## src/rtl/expr_pkg.sv

```systemverilog
// Shared definitions for the streamed-expression evaluator and its
// character classifier: FSM states, ASCII constants and default width.
package expr_pkg;

   localparam int EXPR_W = 16;

   localparam logic [7:0] CH_0    = 8'h30;
   localparam logic [7:0] CH_9    = 8'h39;
   localparam logic [7:0] CH_PLUS = 8'h2B;
   localparam logic [7:0] CH_STAR = 8'h2A;

   // S_DIGIT: expecting a digit; S_OP: expecting an operator; S_ERR: absorbing
   typedef enum logic [1:0] {
      S_DIGIT = 2'd0,
      S_OP    = 2'd1,
      S_ERR   = 2'd2
   } expr_state_e;

endpackage

```

## src/rtl/expr_char_class.sv

```systemverilog
// Combinational ASCII classifier for the expression stream. Kept separate so
// the recogniser and the evaluator can share identical decoding.
module expr_char_class
   import expr_pkg::*;
(
   input  logic [7:0] in,
   output logic       is_digit,
   output logic       is_plus,
   output logic       is_star,
   output logic [3:0] digit
);

   // Decode the character; the low nibble of '0'..'9' is the digit itself
   always_comb begin
      is_digit = (in >= CH_0) && (in <= CH_9);
      is_plus  = (in == CH_PLUS);
      is_star  = (in == CH_STAR);
      digit    = is_digit ? in[3:0] : 4'd0;
   end

endmodule

```

## src/rtl/expr_eval.sv

```systemverilog
// Evaluates a streamed "digit op digit op ..." expression one character per
// clock, with '*' binding tighter than '+'. The running value is kept as a
// completed-terms sum plus the current product term, so the displayed value
// of any prefix is simply sum+prod.
module expr_eval
   import expr_pkg::*;
#(
   parameter int W = EXPR_W
) (
   input  logic         clk,
   input  logic         clr,
   input  logic [7:0]   in,
   output logic [W-1:0] value,
   output logic         valid,
   output logic         err,
   output logic         ovf
);

   expr_state_e  st_q, st_d;
   logic [W-1:0] sum_q, sum_d;
   logic [W-1:0] prod_q, prod_d;
   logic         mul_q, mul_d;
   logic         ovf_q, ovf_d;

   logic         isDigit;
   logic         isPlus;
   logic         isStar;
   logic [3:0]   digitVal;
   logic [W+3:0] mulFull;
   logic [W:0]   addFull;

   expr_char_class u_class (
      .in       (in),
      .is_digit (isDigit),
      .is_plus  (isPlus),
      .is_star  (isStar),
      .digit    (digitVal)
   );

   // Wide product and sum so the bits lost to the W-bit modulo are visible
   always_comb begin
      mulFull = (W+4)'(prod_q) * (W+4)'(digitVal);
      addFull = {1'b0, sum_q} + {1'b0, prod_q};
   end

   // Next-state and datapath update; an error state freezes all values
   always_comb begin
      st_d   = st_q;
      sum_d  = sum_q;
      prod_d = prod_q;
      mul_d  = mul_q;
      ovf_d  = ovf_q;
      unique case (st_q)
         S_DIGIT: begin
            if (isDigit) begin
               if (mul_q) begin
                  prod_d = mulFull[W-1:0];
                  if (|mulFull[W+3:W]) ovf_d = 1'b1;
               end else begin
                  prod_d = W'(digitVal);
               end
               st_d = S_OP;
            end else begin
               st_d = S_ERR;
            end
         end
         S_OP: begin
            if (isPlus) begin
               sum_d  = addFull[W-1:0];
               prod_d = '0;
               mul_d  = 1'b0;
               if (addFull[W]) ovf_d = 1'b1;
               st_d   = S_DIGIT;
            end else if (isStar) begin
               mul_d = 1'b1;
               st_d  = S_DIGIT;
            end else begin
               st_d = S_ERR;
            end
         end
         default: begin
            st_d = S_ERR;
         end
      endcase
   end

   // State register; clr wins over the character sampled on the same edge
   always_ff @(posedge clk) begin
      if (clr) begin
         st_q   <= S_DIGIT;
         sum_q  <= '0;
         prod_q <= '0;
         mul_q  <= 1'b0;
         ovf_q  <= 1'b0;
      end else begin
         st_q   <= st_d;
         sum_q  <= sum_d;
         prod_q <= prod_d;
         mul_q  <= mul_d;
         ovf_q  <= ovf_d;
      end
   end

   // Outputs depend only on registered state, never directly on the input
   always_comb begin
      value = addFull[W-1:0];
      valid = (st_q == S_OP);
      err   = (st_q == S_ERR);
      ovf   = ovf_q | addFull[W];
   end

endmodule

```

## config.mk

```make
export PLATFORM = sky130hd
export DESIGN_NAME = expr_eval
export DESIGN_NICKNAME = d
export VERILOG_FILES = /design/src/rtl/expr_pkg.sv /design/src/rtl/expr_char_class.sv /design/src/rtl/expr_eval.sv
export SDC_FILE = /design/constraint.sdc
export NUM_CORES = 1
export LEC_CHECK = 0
export CORE_UTILIZATION = 65
export DETAILED_ROUTE_END_ITERATION = 16
export HOLD_SLACK_MARGIN = 0.02
export PLACE_DENSITY_LB_ADDON = 0.1
export SYNTH_ARGS = -nofsm -noshare
export SYNTH_HDL_FRONTEND = slang
export SYNTH_SLANG_ARGS = --single-unit
export TNS_END_PERCENT = 10
```

## constraint.sdc

```tcl
create_clock -name clk -period 9.3 [get_ports clk]
set_clock_uncertainty 0.05 [all_clocks]
set_input_delay 2.325 -clock clk [delete_from_list [all_inputs] [get_ports clk]]
set_output_delay 2.325 -clock clk [all_outputs]
set_load 0.02 [all_outputs]
```

# Word level (Yosys, flattened, before mapping)
# Cells that the tools add are included.
# classes
add_sub_neg	1
n_bitwise	1
n_eq_ne	9
muxes	17
n_lt_le_gt_ge	2
reduce_logical	9
mul	1
# op_table
operator	n
16-bit two-way mux	3
16-bit case mux with 2 select lines	1
16-bit by 4-bit multiplier with 20-bit output	1
16-bit by 16-bit adder with 17-bit output	1
8-bit by 6-bit equality test with 1-bit output, second input constant	2
8-bit by 6-bit greater-or-equal comparator with 1-bit output, second input constant	1
8-bit by 6-bit <= comparator with 1-bit output, second input constant	1
1-bit two-way mux	7
2-bit two-way mux	3
2-bit inequality test, second input constant	3
6-bit AND reduction	1
4-bit two-way mux	1
2-bit by 1-bit inequality test with 1-bit output, second input constant	2
2-bit case mux with 2 select lines	1
2-bit AND reduction	2
2-bit nonzero test	2
4-bit OR reduction	1
3-bit AND reduction	1
2-bit by 1-bit equality test with 1-bit output, second input constant	1
2-bit equality test, second input constant	1
2-bit zero test	1
1-bit case mux with 2 select lines	1
1-bit logical AND	1
1-bit bitwise OR	1
# word_totals
out_inout_bits	19
inputBits	10
regBits	36
elab_cells	45

# Logic depth before layout (Yosys ltp)
# Gate-level depths: netlist (run 1).
# logic_depth
word_depth	9
ltp_mapped	18
depth_no_buf	15

# Modules after synthesis
# From an unflattened synthesis (run 1), not the netlist that was laid out.
# hier_totals
hier_cells	525
hier_area_um2	4119.0
# by_module_without_submodules
mod	seq_area_each_um2	cells_each	area_each_um2	instances
expr_eval	720.7	513	4017.6	1
expr_char_class	0.0	12	101.3	1

# Least setup slack after synthesis (run 1)
# Ideal clock, no wire load.
# synth_timing
path_kind	input to register
startpoint	input port in[6]
endpoint	register ovf_q
arrival_time_ns	6.190
setup_time_ns	0.074
path_buffers	1
slack_ns	2.986
path_stages	16
required_time_ns	9.176
cell_sequence	nor3b_1 > and3_1 > clkbuf_1 > and2_1 > nand2_1 > fa_1 > inv_1 > fa_1 > fa_1 > a211o_1 > a21oi_1 > nor4_1 > o22ai_1 > o21bai_1 > mux2_2 > a31oi_1
# synth_via
elab_chain_cells	7
word_cells_on_any_way	11
cone_classes	1 x mul; 2 x order compare; 4 x eq/ne; 1 x mux; 3 x reduce/logical
# synth_rtl
element	line_no	rtl
start, declared	expr_eval.sv:12	input logic [7:0] in,
8-bit by 6-bit greater-or-equal comparator with 1-bit output or 8-bit by 6-bit <= comparator with 1-bit output (tied branches)	expr_char_class.sv:15	is_digit = (in >= CH_0) && (in <= CH_9);
1-bit logical AND	expr_char_class.sv:15	
4-bit two-way mux	expr_char_class.sv:18	digit = is_digit ? in[3:0] : 4'd0;
16-bit by 4-bit multiplier with 20-bit output	expr_eval.sv:42	mulFull = (W+4)'(prod_q) * (W+4)'(digitVal);
4-bit OR reduction	expr_eval.sv:58	if (|mulFull[W+3:W]) ovf_d = 1'b1;
2-bit inequality test (no source line)	-	
6-bit AND reduction (no source line) *	-	
end signal, assigned	expr_eval.sv:100	ovf_q <= ovf_d;
end, declared	expr_eval.sv:23	logic ovf_q, ovf_d;
# Mark *: on every way between the ends. The rest lies on a longest branch, timed or not.
# A chain may end at the register's enable or synchronous reset.

# Worst setup path in the final report (run 1)
# layout_timing
startpoint	input port in[2]
endpoint	register ovf_q
# Same word-level chain as after synthesis.

==> impl_metrics.json, run 1 <==
{
  "outcome": "completed",
  "final-seq-area_um2": 721,
  "cts_resized": 0,
  "synth_top_cell_by_area": "dfxtp_1",
  "synthArstFlopShare_pct": 0,
  "powerDensity_nw_per_um2": 66.1,
  "dieArea_um2": 6610,
  "netlist_top_cells_count": "inv_1, nand2_1, and3_1",
  "grtUsageMet2_pct": 55.8,
  "power_uw": 297,
  "syn_to_final_growth_pct": 9.86,
  "cpMostUsedCell": "fa_1",
  "die_w_um": 81.3,
  "critical_path.max_fanout": 47,
  "min_from": "sum_q[5]$_SDFFE_PP0P_",
  "synth_area_um2": 4090,
  "clk_latency_ns": 0.31,
  "first_iter_violations": 320,
  "synth.most_common_cell": "inv_1",
  "grt_pass1_wl_um": 17400,
  "vias_per_cell": 6.17,
  "multi_input_area_um2": 3070,
  "netlist_top_cells_area": "dfxtp_1, fa_1, ha_1",
  "grt_pass1_vias": 3696,
  "start_util_pct": 68.2,
  "ys.flop_type": "dfxtp_1",
  "grt.busiest_layer": "met2",
  "cts.htree.levels": 2,
  "critPathRequiredTime_ns": 9.43,
  "critPathBufInv": 2,
  "synth_top_area_share_pct": 17.6,
  "tightest_slew_ns": 1.11,
  "drive_gt1_share_pct": 4.47,
  "seq_area_frac_synth_pct": 17.6,
  "fin_crit_ns": 7.79,
  "crit_type": "input pin to register",
  "hold_buffers": 0,
  "rsz0062_at_grt": "false",
  "cp-start-kind": "input pin",
  "hold_path.class": "register to register",
  "crit_path_end_kind": "register",
  "hold_end": "sum_q[5]$_SDFFE_PP0P_",
  "synth-seq-cells": 36,
  "fmax_mhz": 128,
  "clockBufferDepth": 2,
  "die_h_um": 81.3,
  "slew_headroom_pct": 26.3,
  "vdd_ir_drop_max_uv": 53.7,
  "syn_avg_cell_area_um2": 7.84,
  "tns_ns": 0,
  "hold_ws_ns": 0.413,
  "postCtsSetupBuffers": 0,
  "met1_usage_pct": 45.2,
  "path_cells": "clkdlybuf4s50_1 > o21ai_0 > and3_1 > and2_1 > nand2_1 > fa_1 > inv_1 > fa_1 > fa_1 > a211o_1 > a21oi_1 > o31ai_1 > a41oi_1 > nor3_1 > nor4bb_1 > a31oi_1",
  "cts_buffers": 5,
  "overflow": 0,
  "grtUsageMet3_pct": 5.28,
  "grt_usage_pct": 34.5,
  "dp_hpwl_um": 7520,
  "fp.coreArea_um2": 5990,
  "postRouteAntennaNets": 0,
  "numPortBuffers": 28,
  "post-route-period-util_pct": 83.7,
  "timing.rr.start": "prod_q[1]$_SDFFE_PP0P_",
  "arrival_ns": 7.91,
  "hold_viol_final": 0,
  "dr.pass1.iters": 5,
  "leakagePower_uw": 0.00226,
  "ctsRootBufferMaster": "clkbuf_8",
  "crit_family": "simple AND/OR/NAND/NOR gates",
  "min_path_cells": 2,
  "worst_path_max_delay_cell": "and3_1",
  "vias": 3778,
  "nets": 615,
  "critPathMaxStageDelay_ns": 0.93,
  "drc": 0,
  "timing.rr.end": "ovf_q$_SDFFE_PP0P_",
  "syn_inst": 521,
  "nFillCells": 472,
  "wl_per_cell_um": 16.6,
  "rr_worst_depth": 12,
  "antenna_found_initial": 0,
  "cts_tree": "built",
  "synth-edff-count": 0,
  "rows": 28,
  "ys_types": 51,
  "r2r_slack_ns": 5.34,
  "wl_um": 10200,
  "insertedDiodeCount": 0,
  "yosys_warnings": 0,
  "setup_viol": 0,
  "maxCapViolCount": 0,
  "ios": 29,
  "clock-sinks": 36,
  "place.gp.congestion": 0.976,
  "synthesis.nets": 600,
  "grt_max_degree": 48,
  "slew_viol_final": 0,
  "clk_pin_slew_worst_paths_ns": 0.08
}
-- per-layer routing --
| metal | vias up | part of all wire, % |
|---|---|---|
| li1 | 1830 | - |
| met1 | 1773 | 46 |
| met2 | 143 | 46 |
| met3 | 32 | 4.9 |
| met4 | 0 | 3.6 |
| met5 | - | 0 |
-- worst max-delay path by stage --
| stage | from | cells past startpoint | endpoint | slack (ns) |
|---|---|---|---|---|
| 2_1_floorplan | in[6] | 16 | ovf_q$_SDFFE_PP0P_ | 2.99 |
| 3_3_place_gp | in[1] | 16 | ovf_q$_SDFFE_PP0P_ | 1.61 |
| 3_5_place_dp | in[2] | 16 | ovf_q$_SDFFE_PP0P_ | 1.33 |
| 4_1_cts | in[2] | 16 | ovf_q$_SDFFE_PP0P_ | 1.65 |
| 5_1_grt | in[2] | 16 | ovf_q$_SDFFE_PP0P_ | 1.10 |
| 6_report | in[2] | 16 | ovf_q$_SDFFE_PP0P_ | 1.51 |
-- layout by cell type (no fill, tap or decap), drive strengths merged, types with 3 or more instances in the layout --
cell,n
inv,58
nand2,57
and3,47
nor2,43
ha,40
dfxtp,36
a21oi,31
fa,29
clkdlybuf4s50,28
o21ai,20
xnor2,15
a22oi,14
nor3,11
xor2,9
o21a,7
nor2b,7
a211oi,7
clkbuf,7
and2,6
a21o,6
nand3,5
mux2,4
and4,3
or3,3
nand4,3
nor4,3
o21bai,3
or2,3
a311o,3
-- per-stage QoR --
stage,std cells,util [%],worst slack (ns),area [um^2]
finish,612,74.9,1.51,4490
global placement,604,73.4,1.61,4400
global route,612,74.9,1.10,4490
CTS,612,74.9,1.65,4490
detailed placement,604,73.4,1.33,4400
floorplan,521,-,2.99,4090
-- worst min-delay path, cell delays in order (launching register included) --
cell	delay, ns
dfxtp_1	0.32
nand2_1	0.05
a21oi_1	0.05
-- registers in the layout, summed over array words and instances (netlist names) --
name,count
prod_q,16
sum_q,16
st_q,2
mul_q,1
ovf_q,1
-- logic make-up (layout without fill, tap and decap cells) --
logic type	count (synthesis)	after routing	synth area share (%)
adders and majority gates	69	69	26.5
and+or+nand+nor	196	196	23.7
xor gates and xnor gates	24	24	5.14
muxes	4	4	1.10
AOI/OAI and AO/OA	112	112	18.5
buffers and inverters	80	96	7.41
DFF	36	36	17.6
-- where the power goes --
part / total [uW] / internal, uW / leakage [uW] / switching, uW
clock: 127 / 60.4 / 0.0000445 / 66.3
combinational: 15.6 / 5.56 / 0.00192 / 10.0
sequential: 155 / 154 / 0.000290 / 0.286
total: 297 / 220 / 0.00226 / 76.5
-- final cells by class --
type | count | share of cell area (%)
flip-flops and latches | 36 | 16.1
inverters | 58 | 4.85
clock buffers | 7 | 1.92
well taps | 75 | 2.09
multi-input cells | 405 | 68.3
repair buffers | 30 | 6.58
clock inverters | 1 | 0.167
(Power assumes the default switching activity.)
==> run 2, diff against run 1 <==
CORE_UTILIZATION = 61   (was 65)
clock period = 7.8 ns   (was 9.3 ns; I/O delays follow)
==> impl_metrics.json, run 2 (synthesized netlist as in run 1, its figures left out) <==
{
  "critPathRequiredTime_ns": 7.97,
  "tightest_slew_ns": 0.850,
  "powerDensity_nw_per_um2": 76.1,
  "p_comb_share_pct": 5.7,
  "p_clk_share_pct": 40.7,
  "grt_max_degree": 35,
  "hold_viol_final": 0,
  "insertedDiodeCount": 0,
  "rows": 29,
  "grt_pass1_vias": 3695,
  "place.gp.congestion": 0.925,
  "numPortBuffers": 28,
  "final_common_cell": "inv_1",
  "clk_pin_slew_worst_paths_ns": 0.08,
  "vdd_ir_drop_max_uv": 57.6,
  "cts_tree": "built",
  "cp-start-kind": "input pin",
  "crit_type": "input pin to register",
  "dp_hpwl_um": 7370,
  "rsz0062_at_grt": "false",
  "nFillCells": 530,
  "postRouteAntennaNets": 0,
  "dr.pass1.iters": 11,
  "syn_to_final_growth_pct": 10.6,
  "overflow": 0,
  "critical_path.max_fanout": 20,
  "p_int_uw": 254,
  "maxCapViolCount": 0,
  "slew_viol_final": 0,
  "nets": 620,
  "fp.coreArea_um2": 6420,
  "ios": 29,
  "die_w_um": 83.8,
  "cts_buffers": 5,
  "hold_buffers": 0,
  "swShare_pct": 26.1,
  "leakagePower_uw": 0.00229,
  "fmax_mhz": 149,
  "drive_gt1_share_pct": 5.35,
  "hold_path.class": "register to register",
  "drc": 2,
  "fin_crit_ns": 6.69,
  "reg_top3": "prod_q x16, sum_q x16, st_q x2",
  "grt_usage_pct": 29.6,
  "crit_path_end_kind": "register",
  "die_h_um": 83.8,
  "dieArea_um2": 7030,
  "post-route-period-util_pct": 85.8,
  "start_util_pct": 63.6,
  "violations": "design-rule violations",
  "antenna_found_initial": 0,
  "clk_latency_ns": 0.29,
  "vias_per_cell": 6.10,
  "tns_ns": 0,
  "vias": 3776,
  "arrival_ns": 6.86,
  "clock-sinks": 36,
  "slew_headroom_pct": 43.0,
  "layout_common_cells": "inv_1, nand2_1, and3_1",
  "outcome": "finished, violations left",
  "power.switching_uw": 89.7,
  "wl_um": 9790,
  "postCtsSetupBuffers": 0,
  "first_iter_violations": 219,
  "ctsRootBufferMaster": "clkbuf_8",
  "post-route-util_pct": 70.3,
  "grt_pass1_wl_um": 16900,
  "seq_power_share_pct": 53.6,
  "cts.htree.levels": 2,
  "wl_per_cell_um": 15.8,
  "cts_resized": 0,
  "setup_viol": 0,
  "clockBufferDepth": 2
}
## run 2: routing by layer
| metal | routed length, um | global-route usage [%] |
|---|---|---|
| met5 | 0 | 0 |
| met4 | 325 | 12.7 |
| met3 | 569 | 4.55 |
| met2 | 4490 | 49.0 |
| met1 | 4400 | 38.3 |
## run 2: worst paths after layout
check | from | end | slack, ns | cells past startpoint
worst min-delay path | sum_q[9]$_SDFFE_PP0P_ | sum_q[9]$_SDFFE_PP0P_ | 0.41 | 2
worst min register to register | sum_q[9]$_SDFFE_PP0P_ | sum_q[9]$_SDFFE_PP0P_ | 0.41 | 2
worst max register to register | prod_q[1]$_SDFFE_PP0P_ | ovf_q$_SDFFE_PP0P_ | 3.90 | 12
worst max-delay path | in[5] | ovf_q$_SDFFE_PP0P_ | 1.11 | 16
## run 2: power groups by stage
stage                     combinational, uW  clock (uW)  sequential (uW)
final                                  19.8         140              184
after global routing                   21.1         151              184
after CTS                              19.4         144              184
after detailed placement               19.3           0              189
after global placement                 19.0           0              189
after floorplan                        8.43           0              189
## run 2: cell type report
type,count,area [um^2],area share (%)
clock buffers,5,68.8,1.52
well taps,77,96.3,2.13
repair buffers,35,333,7.37
inverters,58,218,4.82
clock inverters,3,18.8,0.415
multi-input cells,405,3060,67.8
flip-flops and latches,36,721,16.0
## run 2: worst max-delay path: stages
cell             delay [ns]
clkdlybuf4s50_1        0.45
nor3b_1                0.32
and3_1                 0.52
and2_1                 0.28
nand2_1                0.10
fa_1                   0.50
inv_1                  0.05
fa_1                   0.53
fa_1                   0.51
a211o_1                0.36
a21oi_1                0.35
nor4_1                 0.09
o22ai_1                0.22
o21bai_1               0.15
mux2_2                 0.34
a31oi_1                0.14
## run 2: stage by stage
stage / power (uW) / instances / instance area [um^2] / hold slack (ns) / setup WS (ns)
floorplan: 197 / 521 / 4090 / 0.391 / 1.86
global placement: 208 / 611 / 4430 / 0.396 / 0.970
detailed placement: 208 / 611 / 4430 / 0.404 / 0.855
CTS: 347 / 619 / 4520 / 0.415 / 1.14
global route: 357 / 619 / 4520 / 0.435 / 0.724
finish: 344 / 619 / 4520 / 0.414 / 1.11
==> run 3, diff against run 2 <==
CORE_MARGIN = 2   (was default)
SKIP_CTS_REPAIR_TIMING = 1   (was default)
==> impl_metrics.json, run 3 (synthesized netlist as in run 1, its figures left out) <==
{
  "worst_path_max_delay_cell": "clkdlybuf4s50_1",
  "post-route-period-util_pct": 84.9,
  "clk_pin_slew_worst_paths_ns": 0.09,
  "vias": 3691,
  "place_ws_ns": 0.971,
  "cts_tree": "built",
  "grt.busiest_layer": "met2",
  "dp_hpwl_um": 7430,
  "met1_usage_pct": 37.6,
  "clockBufferDepth": 2,
  "rsz0062_at_grt": "false",
  "powerDensity_nw_per_um2": 84.5,
  "grtUsageMet2_pct": 51.5,
  "grt_max_degree": 44,
  "wl_per_cell_um": 16.4,
  "setup_viol": 0,
  "cts_buffers": 5,
  "antenna_found_initial": 0,
  "hold_viol_final": 0,
  "fin_crit_ns": 6.62,
  "tns_ns": 0,
  "fmax_mhz": 151,
  "drive_gt1_share_pct": 4.65,
  "reg_top3": "prod_q x16, sum_q x16, st_q x2",
  "critPathMaxStageDelay_ns": 0.78,
  "fin_area_um2": 4510,
  "drc": 0,
  "start_util_pct": 63.6,
  "p_clk_share_pct": 46.8,
  "leakagePower_uw": 0.00227,
  "dieArea_um2": 7370,
  "cts.htree.levels": 2,
  "hold_path.class": "register to register",
  "arrival_ns": 6.76,
  "power_uw": 381,
  "p_comb_share_pct": 4.9,
  "die_w_um": 85.8,
  "grt_pass1_vias": 3670,
  "postRouteAntennaNets": 0,
  "ios": 29,
  "power.switching_uw": 95.3,
  "critical_path.max_fanout": 43,
  "first_iter_violations": 222,
  "grt_usage_pct": 29.2,
  "vdd_ir_drop_max_uv": 64.8,
  "clk_latency_ns": 0.30,
  "seq_power_share_pct": 48.4,
  "clock-sinks": 36,
  "overflow": 0,
  "syn_to_final_growth_pct": 10.4,
  "maxCapViolCount": 0,
  "crit_path_end_kind": "register",
  "nets": 616,
  "crit_type": "input pin to register",
  "tightest_slew_ns": 0.993,
  "grt_pass1_wl_um": 17200,
  "cp-start-kind": "input pin",
  "place_area_um2": 4410,
  "grtUsageMet3_pct": 3.46,
  "numPortBuffers": 28,
  "wl_um": 10100,
  "dr.pass1.iters": 4,
  "vias_per_cell": 6.00,
  "ctsRootBufferMaster": "clkbuf_8",
  "path_cells": "clkdlybuf4s50_1 > o21ai_0 > and3_1 > buf_4 > and3_1 > fa_1 > inv_1 > fa_1 > inv_1 > ha_1 > o21a_1 > o21ai_0 > o31ai_1 > a41oi_1 > nor3_1 > nor4bb_1 > a31oi_1",
  "slew_viol_final": 0,
  "die_h_um": 85.8,
  "fp.coreArea_um2": 6420,
  "critPathRequiredTime_ns": 7.94,
  "rows": 29,
  "swShare_pct": 25.0,
  "slew_headroom_pct": 33.5,
  "place.gp.congestion": 0.942,
  "final_common_cell": "inv_1",
  "outcome": "completed",
  "insertedDiodeCount": 0,
  "p_int_uw": 286,
  "setup_slack_ns": 1.18,
  "layout_common_cells": "inv_1, nand2_1, and3_1"
}
==> run 3: worst max-delay path, delay by kind of cell <==
family / cells / cell delay, ns
AND/OR/NAND/NOR: 4 / 0.83
buffers and inverters: 4 / 1.11
adder cells (fa/ha/maj): 3 / 1.41
AO/OA/AOI/OAI: 6 / 1.45
==> run 3: power groups by stage <==
| stage | Clock, uW | Combinational [uW] | Sequential (uW) |
|---|---|---|---|
| floorplan | 0 | 8.43 | 189 |
| global placement | 0 | 17.9 | 189 |
| detailed placement | 0 | 18.1 | 189 |
| CTS | 181 | 18.2 | 184 |
| global route | 183 | 20.2 | 184 |
| finish | 178 | 18.5 | 184 |
==> run 3: worst paths after layout <==
| check | slack [ns] | end | start | cells past startpoint |
|---|---|---|---|---|
| setup / recovery | 1.18 | ovf_q$_SDFFE_PP0P_ | in[2] | 17 |
| setup reg to reg | 3.87 | ovf_q$_SDFFE_PP0P_ | prod_q[1]$_SDFFE_PP0P_ | 12 |
| hold reg to reg | 0.41 | sum_q[5]$_SDFFE_PP0P_ | sum_q[5]$_SDFFE_PP0P_ | 2 |
| hold / removal | 0.41 | sum_q[5]$_SDFFE_PP0P_ | sum_q[5]$_SDFFE_PP0P_ | 2 |
==> run 3: routing by layer <==
layer | routed length, um | share of wire (%) | vias up
li1 | - | - | 1834
met1 | 4560 | 45 | 1749
met2 | 4800 | 48 | 91
met3 | 506 | 5.0 | 17
met4 | 225 | 2.2 | 0
met5 | 0 | 0 | -
==> run 3: final cells by class <==
type / instances / area [um^2]
multi-input combinational: 405 / 3070
fill: 560 / 1910
clock buffer: 6 / 72.6
inverter: 58 / 218
sequential: 36 / 721
tap: 77 / 96.3
timing repair buffer: 31 / 303
clock inverter: 2 / 35.0
==> run 3: metrics by stage <==
stage	utilization, %	hold WS (ns)	std cells
6_report	70.3	0.414	615
5_1_grt	70.3	0.440	615
4_1_cts	70.3	0.416	615
3_5_place_dp	68.6	0.404	607
3_3_place_gp	68.6	0.397	607
2_1_floorplan	-	0.391	521
